### src/rtl/ioports_host.sv
// Host master for the byte-serial I/O-port bus: one request word in, command/data bytes out, 32-bit read reassembly.
// Latency: command byte 1 cycle after accept; write done at 6+GAP_CYCLES, port reset at 2+GAP_CYCLES, read at 2+4*4+GAP_CYCLES with a next-cycle responder.
// Backpressure: req ignored (no queue) while busy; reads wait on enout edges, bounded by TIMEOUT_CYCLES only when IOHOST_TIMEOUT_EN is defined.
module ioports_host #(
    parameter int GAP_CYCLES     = 4,
    parameter int TIMEOUT_CYCLES = 255
) (
    input  logic        clk,
    input  logic        reset,
    input  logic        req,
    input  logic [1:0]  req_cmd,
    input  logic [3:0]  req_addr,
    input  logic [31:0] req_wdata,
    output logic        busy,
    output logic        done,
    output logic [31:0] rdata,
    output logic        timeout,
    output logic        load,
    output logic [7:0]  datain,
    output logic        ready,
    input  logic        enout,
    input  logic [7:0]  dataout
);

    typedef enum logic [3:0] {
        S_IDLE, S_CMD, S_W3, S_W2, S_W1, S_W0, S_RHI, S_RLO, S_GAP, S_FIN
    } state_t;

    // With a zero gap every path that would enter GAP goes straight to FIN.
    localparam state_t     S_POST   = (GAP_CYCLES == 0) ? S_FIN : S_GAP;
    localparam logic [7:0] GAP_LOAD = (GAP_CYCLES == 0) ? 8'd0 : 8'(GAP_CYCLES - 1);

    state_t      state_q, state_d;
    logic [1:0]  cmd_q, cmd_d;
    logic [31:0] wdata_q, wdata_d;
    logic [31:0] sh_q, sh_d;
    logic [2:0]  bcnt_q, bcnt_d;
    logic [7:0]  gap_q, gap_d;
    logic        busy_q, busy_d;
    logic        done_q, done_d;
    logic        load_q, load_d;
    logic        ready_q, ready_d;
    logic [7:0]  datain_q, datain_d;
    logic [31:0] rdata_q, rdata_d;
    logic [2:0]  code;

`ifdef IOHOST_TIMEOUT_EN
    localparam logic [15:0] TMO_LOAD = 16'(TIMEOUT_CYCLES - 1);
    logic [15:0] tmo_q, tmo_d;
    logic        tflag_q, tflag_d;
    logic        timeout_q, timeout_d;
`endif

    always_comb begin
        state_d  = state_q;
        cmd_d    = cmd_q;
        wdata_d  = wdata_q;
        sh_d     = sh_q;
        bcnt_d   = bcnt_q;
        gap_d    = gap_q;
        datain_d = datain_q;
        code     = {1'b0, req_cmd} + 3'd1;
`ifdef IOHOST_TIMEOUT_EN
        tmo_d    = TMO_LOAD;
        tflag_d  = tflag_q;
`endif

        case (state_q)
            S_IDLE: begin
                if (req) begin
                    if (req_cmd == 2'b11) begin
                        state_d = S_FIN;
                    end else begin
                        state_d  = S_CMD;
                        cmd_d    = req_cmd;
                        wdata_d  = req_wdata;
                        sh_d     = 32'd0;
                        bcnt_d   = 3'd0;
                        datain_d = {1'b0, code, req_addr};
`ifdef IOHOST_TIMEOUT_EN
                        tflag_d  = 1'b0;
`endif
                    end
                end
            end
            S_CMD: begin
                case (cmd_q)
                    2'b01: begin
                        state_d  = S_W3;
                        datain_d = wdata_q[31:24];
                    end
                    2'b10: state_d = S_RHI;
                    default: begin
                        state_d = S_POST;
                        gap_d   = GAP_LOAD;
                    end
                endcase
            end
            S_W3: begin
                state_d  = S_W2;
                datain_d = wdata_q[23:16];
            end
            S_W2: begin
                state_d  = S_W1;
                datain_d = wdata_q[15:8];
            end
            S_W1: begin
                state_d  = S_W0;
                datain_d = wdata_q[7:0];
            end
            S_W0: begin
                state_d = S_POST;
                gap_d   = GAP_LOAD;
            end
            S_RHI: begin
                if (enout) begin
                    state_d = S_RLO;
                    sh_d    = {sh_q[23:0], dataout};
                    bcnt_d  = bcnt_q + 3'd1;
                end
            end
            S_RLO: begin
                if (!enout) begin
                    if (bcnt_q == 3'd4) begin
                        state_d = S_POST;
                        gap_d   = GAP_LOAD;
                    end else begin
                        state_d = S_RHI;
                    end
                end
            end
            S_GAP: begin
                if (gap_q == 8'd0) state_d = S_FIN;
                else               gap_d   = gap_q - 8'd1;
            end
            S_FIN:   state_d = S_IDLE;
            default: state_d = S_IDLE;
        endcase

`ifdef IOHOST_TIMEOUT_EN
        // The counter only runs while parked in a read handshake state; any transition reloads it.
        if ((state_q == S_RHI || state_q == S_RLO) && state_d == state_q) begin
            if (tmo_q == 16'd0) begin
                state_d = S_POST;
                gap_d   = GAP_LOAD;
                tflag_d = 1'b1;
            end else begin
                tmo_d = tmo_q - 16'd1;
            end
        end
`endif

        // Outputs are registered from the next state so they line up with the state they describe.
        load_d  = (state_d inside {S_CMD, S_W3, S_W2, S_W1, S_W0});
        ready_d = (state_d == S_RHI);
        done_d  = (state_d == S_FIN);
        busy_d  = !(state_d == S_IDLE || state_d == S_FIN);
        rdata_d = rdata_q;
        if (state_d == S_FIN && state_q != S_IDLE && cmd_q == 2'b10)
            rdata_d = sh_d;
`ifdef IOHOST_TIMEOUT_EN
        timeout_d = (state_d == S_FIN) && tflag_d;
`endif
    end

    always_ff @(posedge clk or posedge reset) begin
        if (reset) begin
            state_q  <= S_IDLE;
            cmd_q    <= 2'b00;
            wdata_q  <= 32'd0;
            sh_q     <= 32'd0;
            bcnt_q   <= 3'd0;
            gap_q    <= 8'd0;
            busy_q   <= 1'b0;
            done_q   <= 1'b0;
            load_q   <= 1'b0;
            ready_q  <= 1'b0;
            datain_q <= 8'd0;
            rdata_q  <= 32'd0;
        end else begin
            state_q  <= state_d;
            cmd_q    <= cmd_d;
            wdata_q  <= wdata_d;
            sh_q     <= sh_d;
            bcnt_q   <= bcnt_d;
            gap_q    <= gap_d;
            busy_q   <= busy_d;
            done_q   <= done_d;
            load_q   <= load_d;
            ready_q  <= ready_d;
            datain_q <= datain_d;
            rdata_q  <= rdata_d;
        end
    end

`ifdef IOHOST_TIMEOUT_EN
    always_ff @(posedge clk or posedge reset) begin
        if (reset) begin
            tmo_q     <= 16'd0;
            tflag_q   <= 1'b0;
            timeout_q <= 1'b0;
        end else begin
            tmo_q     <= tmo_d;
            tflag_q   <= tflag_d;
            timeout_q <= timeout_d;
        end
    end
    assign timeout = timeout_q;
`else
    assign timeout = 1'b0;
`endif

    assign busy   = busy_q;
    assign done   = done_q;
    assign load   = load_q;
    assign ready  = ready_q;
    assign datain = datain_q;
    assign rdata  = rdata_q;

endmodule

### config.mk
export PLATFORM = sky130hd
export DESIGN_NAME = ioports_host
export DESIGN_NICKNAME = d
export VERILOG_FILES = /design/src/rtl/ioports_host.sv
export SDC_FILE = /design/constraint.sdc
export NUM_CORES = 1
export LEC_CHECK = 0
export ABC_AREA = 1
export CORE_ASPECT_RATIO = 0.5
export CORE_MARGIN = 2
export CORE_UTILIZATION = 57
export CTS_BUF_LIST = sky130_fd_sc_hd__clkbuf_8 sky130_fd_sc_hd__clkbuf_16
export CTS_CLUSTER_SIZE = 40
export DETAILED_ROUTE_END_ITERATION = 8
export PLACE_DENSITY = 0.9
export SYNTH_ARGS = -nofsm -noshare
export SYNTH_HDL_FRONTEND = slang
export SYNTH_SLANG_ARGS = --single-unit
### constraint.sdc
create_clock -name clk -period 6.66 [get_ports clk]
set_clock_uncertainty 0.1 [all_clocks]
set_input_delay 1.332 -clock clk [delete_from_list [all_inputs] [get_ports clk]]
set_output_delay 1.332 -clock clk [all_outputs]
set_load 0.02 [all_outputs]
==> results of run 1 <==
-- metrics by stage --
step / hold slack (ns) / util
4_1_cts: 0.3767 / 0.7617
5_1_grt: 0.3958 / 0.7617
2_1_floorplan: 0.3377 / -
3_3_place_gp: 0.3538 / 0.6956
6_report: 0.3795 / 0.7617
3_5_place_dp: 0.3641 / 0.6956
-- cells by family after synthesis --
family / share of synthesized area
xor+xnor: 0.009178
buf+inv: 0.05507
simple gates: 0.3542
other cells: 0.0006550
flops: 0.5463
compound gates: 0.02141
fa+ha+maj: 0.01311
-- sequential cells by signal, summed over array words and instances, names as in the netlist --
name / count
ready: 1
wdata_q: 32
done: 1
datain: 8
bcnt_q: 3
gap_q: 8
load: 1
cmd_q: 2
state_q: 4
busy: 1
sh_q: 32
rdata: 32
-- report_power, final --
group	total, mW	switching, mW	internal, mW	leakage (nW)
Clock	0.984	0.351	0.632	0.307
Sequential	1.21	0.174	1.03	1.60
Combinational	1.36	0.846	0.513	1.89
Total	3.55	1.37	2.18	3.79
-- routing by layer --
layer | vias to the layer above | track usage | share of wire
met5 | - | 0 | 0
met4 | 0 | 0.1068 | 0.015
met3 | 26 | 0.06364 | 0.061
met2 | 209 | 0.4748 | 0.50
met1 | 2436 | 0.3349 | 0.42
li1 | 2333 | - | -
-- cells in the mapped netlist (all sizes together) --
master	n
ha	6
clkbuf	4
o21ai	19
xnor2	2
xor2	4
buf	22
nand4	5
conb	1
nand3	45
nand2	372
a21oi	4
nor3	1
inv	40
nor2	54
dfrtp	125
-- area by class of cell --
type / count / area share
multi-input cells: 513 / 0.3120
repair buffers: 95 / 0.1293
clock buffers: 21 / 0.06569
flip-flops and latches: 125 / 0.4276
well taps: 135 / 0.02309
clock inverters: 11 / 0.02104
inverters: 40 / 0.02121
-- worst max-delay path: cells and delay by family --
kind	cells	cell delay, ns
simple gates	2	0.60
buf+inv	2	1.36
compound gates	1	0.21
fa+ha+maj	1	0.26
-- how the worst max path moves through the flow --
stage,to,cells after the start
after floorplan,bcnt_q[0],1
after global placement,cmd_q[1],6
after detailed placement,cmd_q[1],6
after CTS,cmd_q[1],6
after global routing,wdata_q[24],6
final,cmd_q[1],6
==> results.md, run 1 <==
* Outcome: completed
* Antenna Nets Post-Route at 0
* Count of cell types in the netlist at 27
* CP Capture Type: flip-flop
* Clock buffer depth at 2
* Initial antenna violation count at 0
* CTS H-tree lvls at 4
* WP data required at 6.81 ns
* Top cell type's share of synthesized area at 0.5463
* # resized after CTS at 0
* Placed cell area at 0.006680 sq mm
* Largest fanout on the critical path at 41
* Hold Buf Count CTS at 0
* Data arrival, critical path at 3.76 ns
* Slowest stage delay, CP at 0.93 ns
* Slowest-stage cell, CP: inv_1
* Starting DRC count in detailed routing at 489
* Die height at 74.87 um
* DRC at 0
* Largest net degree at the start of global routing at 74
* Worst setup path startpoint: req_cmd[0]
* Root Driver: clkbuf_16
* Setup repair after global routing missed its margin: false
* Setup Crit Path Kind: primary input to flip-flop
* CORE AREA at 0.009603 sq mm
* Worst-Margin Slew at 1.071 ns
* Post-synthesis register bit count at 125
* Synth area leaders: dfrtp_1, nand2_1, nand2_2
* Die width at 145.7 um
* GPL Wtd Cong at 0.9068
* Worst skew pair latency at 0.42 ns
* Commonest non-fill, non-tap cell in the layout: nand2_1
* Hold Path Stages at 2
* Pins Over Slew Limit at 0
* CTS clk-pin slew, worst paths at 0.06 ns
* Clock Sinks at 125
* Vias per inst at 5.323
* Hold Crit Start: sh_q[27]
* GRT Resource Usage Total at 0.2697
* Tcrit/Tclk final at 0.5430
* Avg WL per Cell at 14.84 um
* Overflow after GRT at 0
* Fin. Hold Viols at 0
* Mapped Cells at 704
* Filler cell count in the final layout at 674
* Vias at 5004
* Final HPWL DP at 8683 um
* Pleak at 3.789 nW
* Inst Count DP at 908
* Total design power at 3.549 mW
* Post-synth top area cell: dfrtp_1
* Avg Cell Area, Syn at 8.133 sq um
* Hold Crit Class: flip-flop to flip-flop
* Top-level port count at 95
* Buffers on Ports at 93
* Part of the Yosys area used for sequential elements at 0.5463
* Post-CTS setup buffer count at 0
* Cell Pwr Density at 485.2 mW/mm^2
* Highest-count cells in the layout ignoring fill and taps: nand2_1, dfrtp_1, clkdlybuf4s50_1
* Worst VDD drop at 249.1 uV
* Final setup vio count at 0
* Footprint of the multi-input gates at 0.002282 sq mm
* Nets@finish at 848
* DRT Wirelength at 13950 um
* Vias in the first global route at 4883
* Setup TNS at 0 ns
* Max Cap Viol at 0
* FF-to-FF path depth at 9
* FF/Latch Area at 0.003128 sq mm
* Hold path endpoint: sh_q[27]
* Wire length of the first global-routing pass at 22890 um
* Die footprint at 0.01091 sq mm
* R2R setup slack at 3.76 ns
* FF-to-FF Start: gap_q[0]
* Setup WS post-layout at 3.044 ns
* Fmax at 276.5 MHz
* Post-route non-filler standard cell count at 940
* Synth warnings at 0
* Number of cell rows at 25
* Synthesized area at 0.005725 sq mm
* CTS tree: built
* Min Clock Period, post-route at 3.616 ns
* Slew margin rel. at 0.2849
* Post-route cell area at 0.007315 sq mm
* Area delta synth->final at 27.75%
* Initial core utilization at 0.5962
* CTS Buf Count at 17
* Worst R2R End: rdata[14]
* Share of layout cells above drive strength 1 at 0.1193
* Cell Chain, Critical Path: clkdlybuf4s50_1, ha_1, nor2_1, nand2_2, inv_1, o21ai_0
* Critical Path Start Type: primary input
* Place WS at 2.613 ns
* Drt first pass iters at 6
* Ant. Diodes at 0
* Synthesized net count at 760
No activity file was read; power rests on OpenSTA's default activity.
==> run 2: changes to the inputs <==
CORE_UTILIZATION = 53   (was 57)
PLACE_DENSITY = 0.85   (was 0.9)
clock period = 3.79 ns   (was 6.66 ns; I/O delays follow)
==> run 2 against run 1 <==
Cell count is 0.85% higher. Critical endpoint is now rdata[12]. Non-clock buffer count is 3 higher. Setup slack worse by 1.9 ns. First-iteration DRC count is 35% lower.
==> results.md, run 2 (same netlist as run 1, synthesis figures left out) <==
* Outcome: completed
* CTS Buf Count at 17
* Hold Buf Count CTS at 0
* Area delta synth->final at 29.63%
* Number of cell rows at 26
* Vias in the first global route at 4814
* WP data required at 4.04 ns
* Setup Crit Path Kind: primary input to flip-flop
* Fmax at 374.5 MHz
* Worst-Margin Slew at 0.8788 ns
* CTS H-tree lvls at 4
* Hold path endpoint: sh_q[30]
* Cell Pwr Density at 857.0 mW/mm^2
* Fin. Hold Viols at 0
* FF-to-FF path depth at 10
* Delay-heaviest family, CP: simple AND/OR/NAND/NOR gates
* Max Cap Viol at 0
* Root Driver: clkbuf_16
* CP Capture Type: flip-flop
* Data arrival, critical path at 2.92 ns
* WP buf/inv at 2
* Die footprint at 0.01170 sq mm
* Initial antenna violation count at 0
* Post-CTS setup buffer count at 0
* Top-level port count at 95
* Antenna Nets Post-Route at 0
* Vias at 4801
* DRT Wirelength at 13430 um
* Hold Crit Class: flip-flop to flip-flop
* Die width at 151.0 um
* Hold Crit Start: sh_q[30]
* Pins Over Slew Limit at 0
* CTS clk-pin slew, worst paths at 0.06 ns
* Worst R2R End: rdata[30]
* Critical Path Start Type: primary input
* Highest-count cells in the layout ignoring fill and taps: nand2_1, dfrtp_1, clkdlybuf4s50_1
* Setup TNS at 0 ns
* Post-route non-filler standard cell count at 948
* Ant. Diodes at 0
* Cell Chain, Critical Path: clkdlybuf4s50_1, ha_1, nor2_1, nand2_2, nand2_2, inv_4, nand2_1, nand2_1, nand3_1, nand2_1
* Slowest stage delay, CP at 0.51 ns
* CTS tree: built
* Drt first pass iters at 5
* Worst VDD drop at 352.1 uV
* R2R setup slack at 1.32 ns
* Vias per inst at 5.064
* Tcrit/Tclk final at 0.7045
* Buffers on Ports at 93
* Final HPWL DP at 8581 um
* Overflow after GRT at 0
* Share of layout cells above drive strength 1 at 0.1225
* DRC at 0
* Most used cell, CP: nand2_1
* Largest net degree at the start of global routing at 48
* GPL Wtd Cong at 0.8566
* Initial core utilization at 0.5535
* Commonest non-fill, non-tap cell in the layout: nand2_1
* GRT Resource Usage Total at 0.2531
* Starting DRC count in detailed routing at 317
* Wire length of the first global-routing pass at 22930 um
* Slowest-stage cell, CP: clkdlybuf4s50_1
* Worst skew pair latency at 0.41 ns
* Slew margin rel. at 0.4129
* Setup repair after global routing missed its margin: false
* Die height at 77.50 um
* Min Clock Period, post-route at 2.670 ns
* Avg WL per Cell at 14.17 um
* CORE AREA at 0.01034 sq mm
* # resized after CTS at 0
* Total design power at 6.361 mW
* Nets@finish at 851
* Inst Count DP at 916
* FF-to-FF Start: gap_q[0]
* Hold Path Stages at 2
* Clock buffer depth at 2
* Largest fanout on the critical path at 33
* Pleak at 3.834 nW
* Clock Sinks at 125
* Final setup vio count at 0
==> run 2: cell count changes in the layout (fill, tap and decap cells not counted), sizes merged <==
cell / delta
buf: +3
bufinv: +2
clkbuf: +2
clkinv: -1
clkinvlp: +1
inv: -4
==> run 2: worst max-delay path by stage <==
| stage | start | endpoint | depth (start not counted) |
|---|---|---|---|
| 2_1_floorplan | reset | bcnt_q[0] | 1 |
| 3_3_place_gp | req_cmd[0] | rdata[15] | 10 |
| 3_5_place_dp | req_cmd[0] | rdata[9] | 10 |
| 4_1_cts | req_cmd[0] | rdata[12] | 10 |
| 5_1_grt | req_cmd[0] | rdata[12] | 10 |
| 6_report | req_cmd[0] | rdata[12] | 10 |
==> run 2: layout make-up <==
cell class	instances	area (sq um)
multi-input combinational	513	2282
clock inverter	9	178.9
tap	140	175.2
timing repair buffer	98	993.5
fill	786	2923
sequential	125	3128
clock buffer	23	508.0
inverter	40	156.4
==> run 2: routing by layer <==
| layer | global-route usage | wire length, um |
|---|---|---|
| met5 | 0 | 0 |
| met4 | 0.09813 | 277 |
| met3 | 0.05529 | 772 |
| met2 | 0.4118 | 6409 |
| met1 | 0.3350 | 5970 |
==> run 2: tightest hold or removal path, stage by stage (launching register included) <==
cell and delay [ns]:
dfrtp_1 0.32, nand2_1 0.05, nand2_1 0.06
==> run 2: power by group <==
group | total (mW) | switching [mW] | internal, mW
logic | 2.38 | 1.47 | 0.910
clock network | 1.86 | 0.590 | 1.27
registers | 2.12 | 0.307 | 1.81
total | 6.36 | 2.36 | 4.00
==> run 2: stage by stage <==
stage	utilization	cell area, sq um	hold slack (ns)	worst slack [ns]
after floorplan	-	5729	0.3377	1.393
after global placement	0.6511	6735	0.3545	0.8415
after detailed placement	0.6511	6735	0.3543	0.7630
after CTS	0.7175	7422	0.3699	1.146
after global routing	0.7175	7422	0.3911	0.9118
final	0.7175	7422	0.3741	1.120
